--- src/rtl/regfile_wb_arbiter.sv ---
// Writeback arbiter owning the register-file write port: loads win, ALU results
// are buffered in a small FIFO and drained in order, with a pending-register mask.
module regfile_wb_arbiter #(
    parameter int DATAWIDTH = 32,
    parameter int REGCOUNT  = 32,
    parameter int DEPTH     = 4
) (
    input  logic                         clk,
    input  logic                         rst_n,
    input  logic                         aluValid,
    output logic                         aluReady,
    input  logic [4:0]                   aluRd,
    input  logic [DATAWIDTH-1:0]         aluData,
    input  logic                         memValid,
    input  logic [4:0]                   memRd,
    input  logic [DATAWIDTH-1:0]         memData,
    output logic                         write,
    output logic [4:0]                   writeReg,
    output logic [DATAWIDTH-1:0]         writeData,
    output logic [REGCOUNT-1:0]          pendingMask,
    output logic [$clog2(DEPTH+1)-1:0]   fifoCount
);

    localparam int AW = (DEPTH > 1) ? $clog2(DEPTH) : 1;
    localparam int CW = $clog2(DEPTH + 1);

    logic [4:0]           rd_q   [DEPTH];
    logic [4:0]           rd_d   [DEPTH];
    logic [DATAWIDTH-1:0] data_q [DEPTH];
    logic [DATAWIDTH-1:0] data_d [DEPTH];
    logic [DEPTH-1:0]     valid_q, valid_d;
    logic [AW-1:0]        head_q, head_d;
    logic [AW-1:0]        tail_q, tail_d;
    logic [CW-1:0]        count_q, count_d;
    logic                 write_q, write_d;
    logic [4:0]           write_reg_q, write_reg_d;
    logic [DATAWIDTH-1:0] write_data_q, write_data_d;
    logic [REGCOUNT-1:0]  pending_s;

    logic alu_ready_s;
    logic push_s;
    logic mem_take_s;
    logic pop_s;

    // Handshake and arbitration decisions, all from pre-edge registered state.
    always_comb begin
        alu_ready_s = (count_q != CW'(DEPTH));
        // x0 results complete the handshake but never occupy a slot.
        push_s      = aluValid && alu_ready_s && (aluRd != 5'd0);
        mem_take_s  = memValid && (memRd != 5'd0);
        pop_s       = !mem_take_s && (count_q != CW'(0));
    end

    // Next-state for FIFO storage, pointers, occupancy and the write stage.
    always_comb begin
        rd_d         = rd_q;
        data_d       = data_q;
        valid_d      = valid_q;
        head_d       = head_q;
        tail_d       = tail_q;
        count_d      = count_q;
        write_d      = 1'b0;
        write_reg_d  = write_reg_q;
        write_data_d = write_data_q;

        if (mem_take_s) begin
            write_d      = 1'b1;
            write_reg_d  = memRd;
            write_data_d = memData;
        end else if (pop_s) begin
            write_d          = 1'b1;
            write_reg_d      = rd_q[head_q];
            write_data_d     = data_q[head_q];
            valid_d[head_q]  = 1'b0;
            head_d           = head_q + AW'(1);
        end else begin
            write_d = 1'b0;
        end

        // Head and tail only coincide when empty or full, so push and pop never share a slot.
        if (push_s) begin
            rd_d[tail_q]    = aluRd;
            data_d[tail_q]  = aluData;
            valid_d[tail_q] = 1'b1;
            tail_d          = tail_q + AW'(1);
        end else begin
            tail_d = tail_q;
        end

        case ({push_s, pop_s})
            2'b10:   count_d = count_q + CW'(1);
            2'b01:   count_d = count_q - CW'(1);
            default: count_d = count_q;
        endcase
    end

    // One-hot OR of destination registers held by valid FIFO entries.
    always_comb begin
        pending_s = '0;
        for (int i = 0; i < DEPTH; i++) begin
            if (valid_q[i] && (int'(rd_q[i]) < REGCOUNT)) begin
                pending_s[rd_q[i]] = 1'b1;
            end else begin
                pending_s = pending_s;
            end
        end
        pending_s[0] = 1'b0;
    end

    // State registers; reset discards every buffered entry.
    always_ff @(posedge clk or negedge rst_n) begin
        if (!rst_n) begin
            for (int i = 0; i < DEPTH; i++) begin
                rd_q[i]   <= 5'd0;
                data_q[i] <= '0;
            end
            valid_q      <= '0;
            head_q       <= '0;
            tail_q       <= '0;
            count_q      <= '0;
            write_q      <= 1'b0;
            write_reg_q  <= 5'd0;
            write_data_q <= '0;
        end else begin
            for (int i = 0; i < DEPTH; i++) begin
                rd_q[i]   <= rd_d[i];
                data_q[i] <= data_d[i];
            end
            valid_q      <= valid_d;
            head_q       <= head_d;
            tail_q       <= tail_d;
            count_q      <= count_d;
            write_q      <= write_d;
            write_reg_q  <= write_reg_d;
            write_data_q <= write_data_d;
        end
    end

    assign aluReady    = alu_ready_s;
    assign write       = write_q;
    assign writeReg    = write_reg_q;
    assign writeData   = write_data_q;
    assign pendingMask = pending_s;
    assign fifoCount   = count_q;

    regfile_wb_arbiter_chk #(
        .DEPTH    (DEPTH),
        .REGCOUNT (REGCOUNT),
        .CW       (CW)
    ) u_chk (
        .clk         (clk),
        .rst_n       (rst_n),
        .aluReady    (alu_ready_s),
        .pendingMask (pending_s),
        .fifoCount   (count_q)
    );

endmodule

// Invariant checker for the writeback arbiter: occupancy bounds, ready
// consistency and the never-pending x0 register.
module regfile_wb_arbiter_chk #(
    parameter int DEPTH    = 4,
    parameter int REGCOUNT = 32,
    parameter int CW       = 3
) (
    input  logic                clk,
    input  logic                rst_n,
    input  logic                aluReady,
    input  logic [REGCOUNT-1:0] pendingMask,
    input  logic [CW-1:0]       fifoCount
);

    a_count_bound: assert property (@(posedge clk) disable iff (!rst_n)
        fifoCount <= CW'(DEPTH));

    a_ready_consistent: assert property (@(posedge clk) disable iff (!rst_n)
        aluReady == (fifoCount != CW'(DEPTH)));

    a_x0_never_pending: assert property (@(posedge clk) disable iff (!rst_n)
        pendingMask[0] == 1'b0);

endmodule

--- config.mk ---
export PLATFORM = sky130hd
export DESIGN_NAME = regfile_wb_arbiter
export DESIGN_NICKNAME = d
export VERILOG_FILES = /design/src/rtl/regfile_wb_arbiter.sv
export SDC_FILE = /design/constraint.sdc
export NUM_CORES = 1
export LEC_CHECK = 0
export BUFFER_PORTS_ARGS = -buffer_cell sky130_fd_sc_hd__buf_4
export CAP_MARGIN = 20
export CELL_PAD_IN_SITES_DETAIL_PLACEMENT = 1
export CELL_PAD_IN_SITES_GLOBAL_PLACEMENT = 1
export CORE_ASPECT_RATIO = 1.1
export CORE_MARGIN = 8
export CORE_UTILIZATION = 42
export DETAILED_ROUTE_END_ITERATION = 10
export PLACE_DENSITY_LB_ADDON = 0.1
export REMOVE_ABC_BUFFERS = 1
export SETUP_SLACK_MARGIN = 0.05
export SYNTH_ARGS = -nofsm -noshare
export SYNTH_HDL_FRONTEND = slang
export SYNTH_SLANG_ARGS = --single-unit
--- constraint.sdc ---
create_clock -name clk -period 2.3 [get_ports clk]
set_clock_uncertainty 0.2 [all_clocks]
set_input_delay 0.46 -clock clk [delete_from_list [all_inputs] [get_ports clk]]
set_output_delay 0.46 -clock clk [all_outputs]
set_load 0.05 [all_outputs]
==> impl_metrics.json <==
{
  "power.leakage_nw": 6.07,
  "clockBufferDepth": 2,
  "netlist.area_leader.share_pct": 48.8,
  "routedWlPerCell_um": 23.8,
  "dp_hpwl_um": 21100,
  "ir_worst_vdd_mv": 0.675,
  "grt_pass1_vias": 8500,
  "setup_viol": 31,
  "grt_usage_pct": 21.9,
  "root_buffer": "clkbuf_16",
  "grt_use_met3_pct": 3.88,
  "clk_pin_slew_ns": 0.08,
  "worstPathCellList": "buf_6, nand3b_1, o22ai_1, a221o_1, buf_6",
  "tightest_slew_ns": 0.587,
  "syn_avg_cell_area_um2": 13.0,
  "powerDensity_nw_per_um2": 1620,
  "setup_slack_ns": -0.257,
  "ys_ff_latch": 197,
  "yosys-top-cells-area": "dfrtp_1, mux2_4, mux4_2",
  "rsz0062_at_grt": "true",
  "grt_use_met1_pct": 26.9,
  "gp_congestion": 0.836,
  "grt_busiest_layer": "met2",
  "area_growth_pct": 32.2,
  "cts_tree": "built",
  "endpoint_kind": "primary output",
  "critPathBufInv": 2,
  "synth_warnings": 0,
  "worstSetupStartpointType": "flop",
  "yosysUniqueCellTypes": 39,
  "io_pins": 152,
  "grt_max_degree": 54,
  "hold_path_class": "in -> reg",
  "maxSlewViolCount": 0,
  "synth_seq_area_share_pct": 48.8,
  "cts_buffers": 17,
  "period_needed_ns": 2.56,
  "nets": 1083,
  "die_h_um": 179,
  "dp_slack_ns": -0.597,
  "routed_wl_um": 31200,
  "p_int_mw": 12.5,
  "cts.sink_count": 197,
  "slew_headroom_pct": 60.9,
  "cpMaxStageDelayCell": "dfrtp_2",
  "dr.pass1.iters": 4,
  "p_clk_share_pct": 13.7,
  "crit_fanout": 6,
  "arrival_ns": 1.90,
  "synthCells": 776,
  "p_comb_share_pct": 55.5,
  "rows": 59,
  "grt-ovfl-total": 0,
  "swShare_pct": 41.9,
  "antenna_found_initial": 0,
  "grt_pass1_wl_um": 49400,
  "seq_power_share_pct": 30.8,
  "yosysTopAreaCell": "dfrtp_1",
  "required_ns": 1.64,
  "hold_viol": 0,
  "vias": 7447,
  "portBuffers": 150,
  "grt_util_met2_pct": 38.2,
  "antenna_left": 0,
  "drive_gt1_share_pct": 56.3,
  "viasPerCell": 5.67,
  "dieArea_um2": 29300,
  "drv_cap": 0,
  "netlist_area_um2": 10100,
  "crit_top_cell": "buf_6",
  "start_util_pct": 42.7,
  "fmax_mhz": 391,
  "crit_family": "flip-flops",
  "violations": "negative setup slack",
  "status": "finished, violations left",
  "setup.worst_path.class": "reg -> out",
  "drtIter0Drc": 339,
  "worstSkewPairLatency_ns": 0.43,
  "drc": 0,
  "fin_crit_sh_pct": 111,
  "fp.coreArea_um2": 23600,
  "cts.htree.levels": 4,
  "fp.dieW_um": 164,
  "switching_power_mw": 9.03,
  "p_total_mw": 21.6,
  "cp_slowest_stage_delay_ns": 0.47,
  "diodes": 0
}
## worst min-delay path: stages
cell and delay (ns):
buf_4 0.08, nor2_1 0.03, a21oi_1 0.10
## stage by stage
| stage | instances | util (%) | hold WS (ns) | setup TNS, ns | area [µm²] |
|---|---|---|---|---|---|
| global route | 1313 | 56.5 | 0.0669 | -7.04 | 13400 |
| finish | 1313 | 56.5 | 0.0659 | -5.21 | 13400 |
| CTS | 1299 | 55.4 | 0.0507 | -4.93 | 13100 |
| floorplan | 715 | - | -0.0356 | -120.48 | 9640 |
| detailed placement | 1232 | 50.1 | 0.276 | -36.63 | 11800 |
| global placement | 1232 | 50.1 | 0.271 | -31.70 | 11800 |
## power groups by stage
stage	logic (mW)	clock network [mW]	registers (mW)
2_1_floorplan	5.86	0	7.59
4_1_cts	11.6	3.03	6.61
6_report	12.0	2.95	6.65
5_1_grt	12.7	3.17	6.87
3_5_place_dp	10.6	0	6.62
3_3_place_gp	10.3	0	6.41
## sequential cells by signal, indices dropped and copies added (netlist names)
signal     cells
valid_q        4
write          1
tail_q         2
fifoCount      3
rd_q          20
writeReg       5
head_q         2
data_q       128
writeData     32
## layout make-up
class	instances	area, µm²
clock buffer	17	425
clock inverter	15	163
fill	2380	10300
inverter	8	30.0
multi-input combinational	510	5090
sequential	197	4950
tap	305	382
timing repair buffer	261	2310
## synth_stat cells, drive strengths merged
cell type,instances
nand3b,10
ha,9
clkbuf,38
conb,1
o21a,1
o211ai,6
mux2,148
a22oi,15
a21oi,76
o211a,1
inv,8
buf,23
fa,1
or4,2
o21ai,7
nand3,7
a221o,10
and3,4
mux4,37
xnor2,3
and3b,4
or3,3
a32oi,2
o221ai,15
nor3b,8
nor3,3
dfrtp,197
or3b,6
xor2,2
o22ai,10
nand2,66
mux2i,1
nor2,52
## logic make-up (layout without fill, tap and decap cells)
family | Yosys count | after routing | synth area share (%)
flops | 197 | 197 | 48.8
mux | 186 | 186 | 27.7
simple gates | 165 | 165 | 7.97
compound gates | 143 | 143 | 8.93
buf+inv | 69 | 301 | 4.82
fa+ha+maj | 10 | 10 | 1.31
xor+xnor | 5 | 5 | 0.434
other cells | 1 | 1 | 0.0371
## final timing paths
check | start | slack [ns] | cells past startpoint | endpoint
setup / recovery | rd_q[8] | -0.26 | 5 | pendingMask[21]
setup reg to reg | fifoCount[0] | 0.09 | 9 | fifoCount[2]
min in group asynchronous | rst_n | 0.37 | 2 | data_q[62]
hold reg to reg | data_q[71] | 0.31 | 1 | data_q[71]
max in group asynchronous | rst_n | 0.74 | 3 | writeReg[2]
hold / removal | memData[24] | 0.07 | 3 | writeData[24]
## timing repair
action | in CTS | in global routing
pin swaps | 35 | 16
setup endpoints to repair | 34 | 33
resized for setup | 98 | 39
endpoints found under the hold margin | 47 | 0
hold buffers | 1 | 0
setup buffers | 35 | 14
## layout by cell type (no fill, tap or decap), types with 3 or more instances in the layout
cell and count:
dfrtp_1 181, mux2_2 72, buf_12 16, nor2_2 5, a22oi_2 11, o221ai_2 9, o22ai_2 3, buf_4 205
nand3b_1 10, ha_1 8, o211ai_1 6, nor2_1 46, clkbuf_16 17, nand2_1 59, xnor2_1 3, buf_6 38
and3_4 4, nand3_1 3, nand2_4 4, a22oi_1 4, a221o_1 10, mux2_4 76, mux4_2 37, dfrtp_2 16
o221ai_1 5, nand3_4 3, nand2_2 3, nor3b_4 5, inv_6 4, clkinv_8 5, o22ai_1 6, or3b_4 6
o21ai_0 6, inv_1 6, a21oi_1 76
## layer usage
metal  share of wire [%]  routed length (µm)
met4                 2.3                 720
met2                  52               16300
met1                  41               12800
met3                 4.2                1300
met5                   0                   0
(Power assumes the default switching activity.)
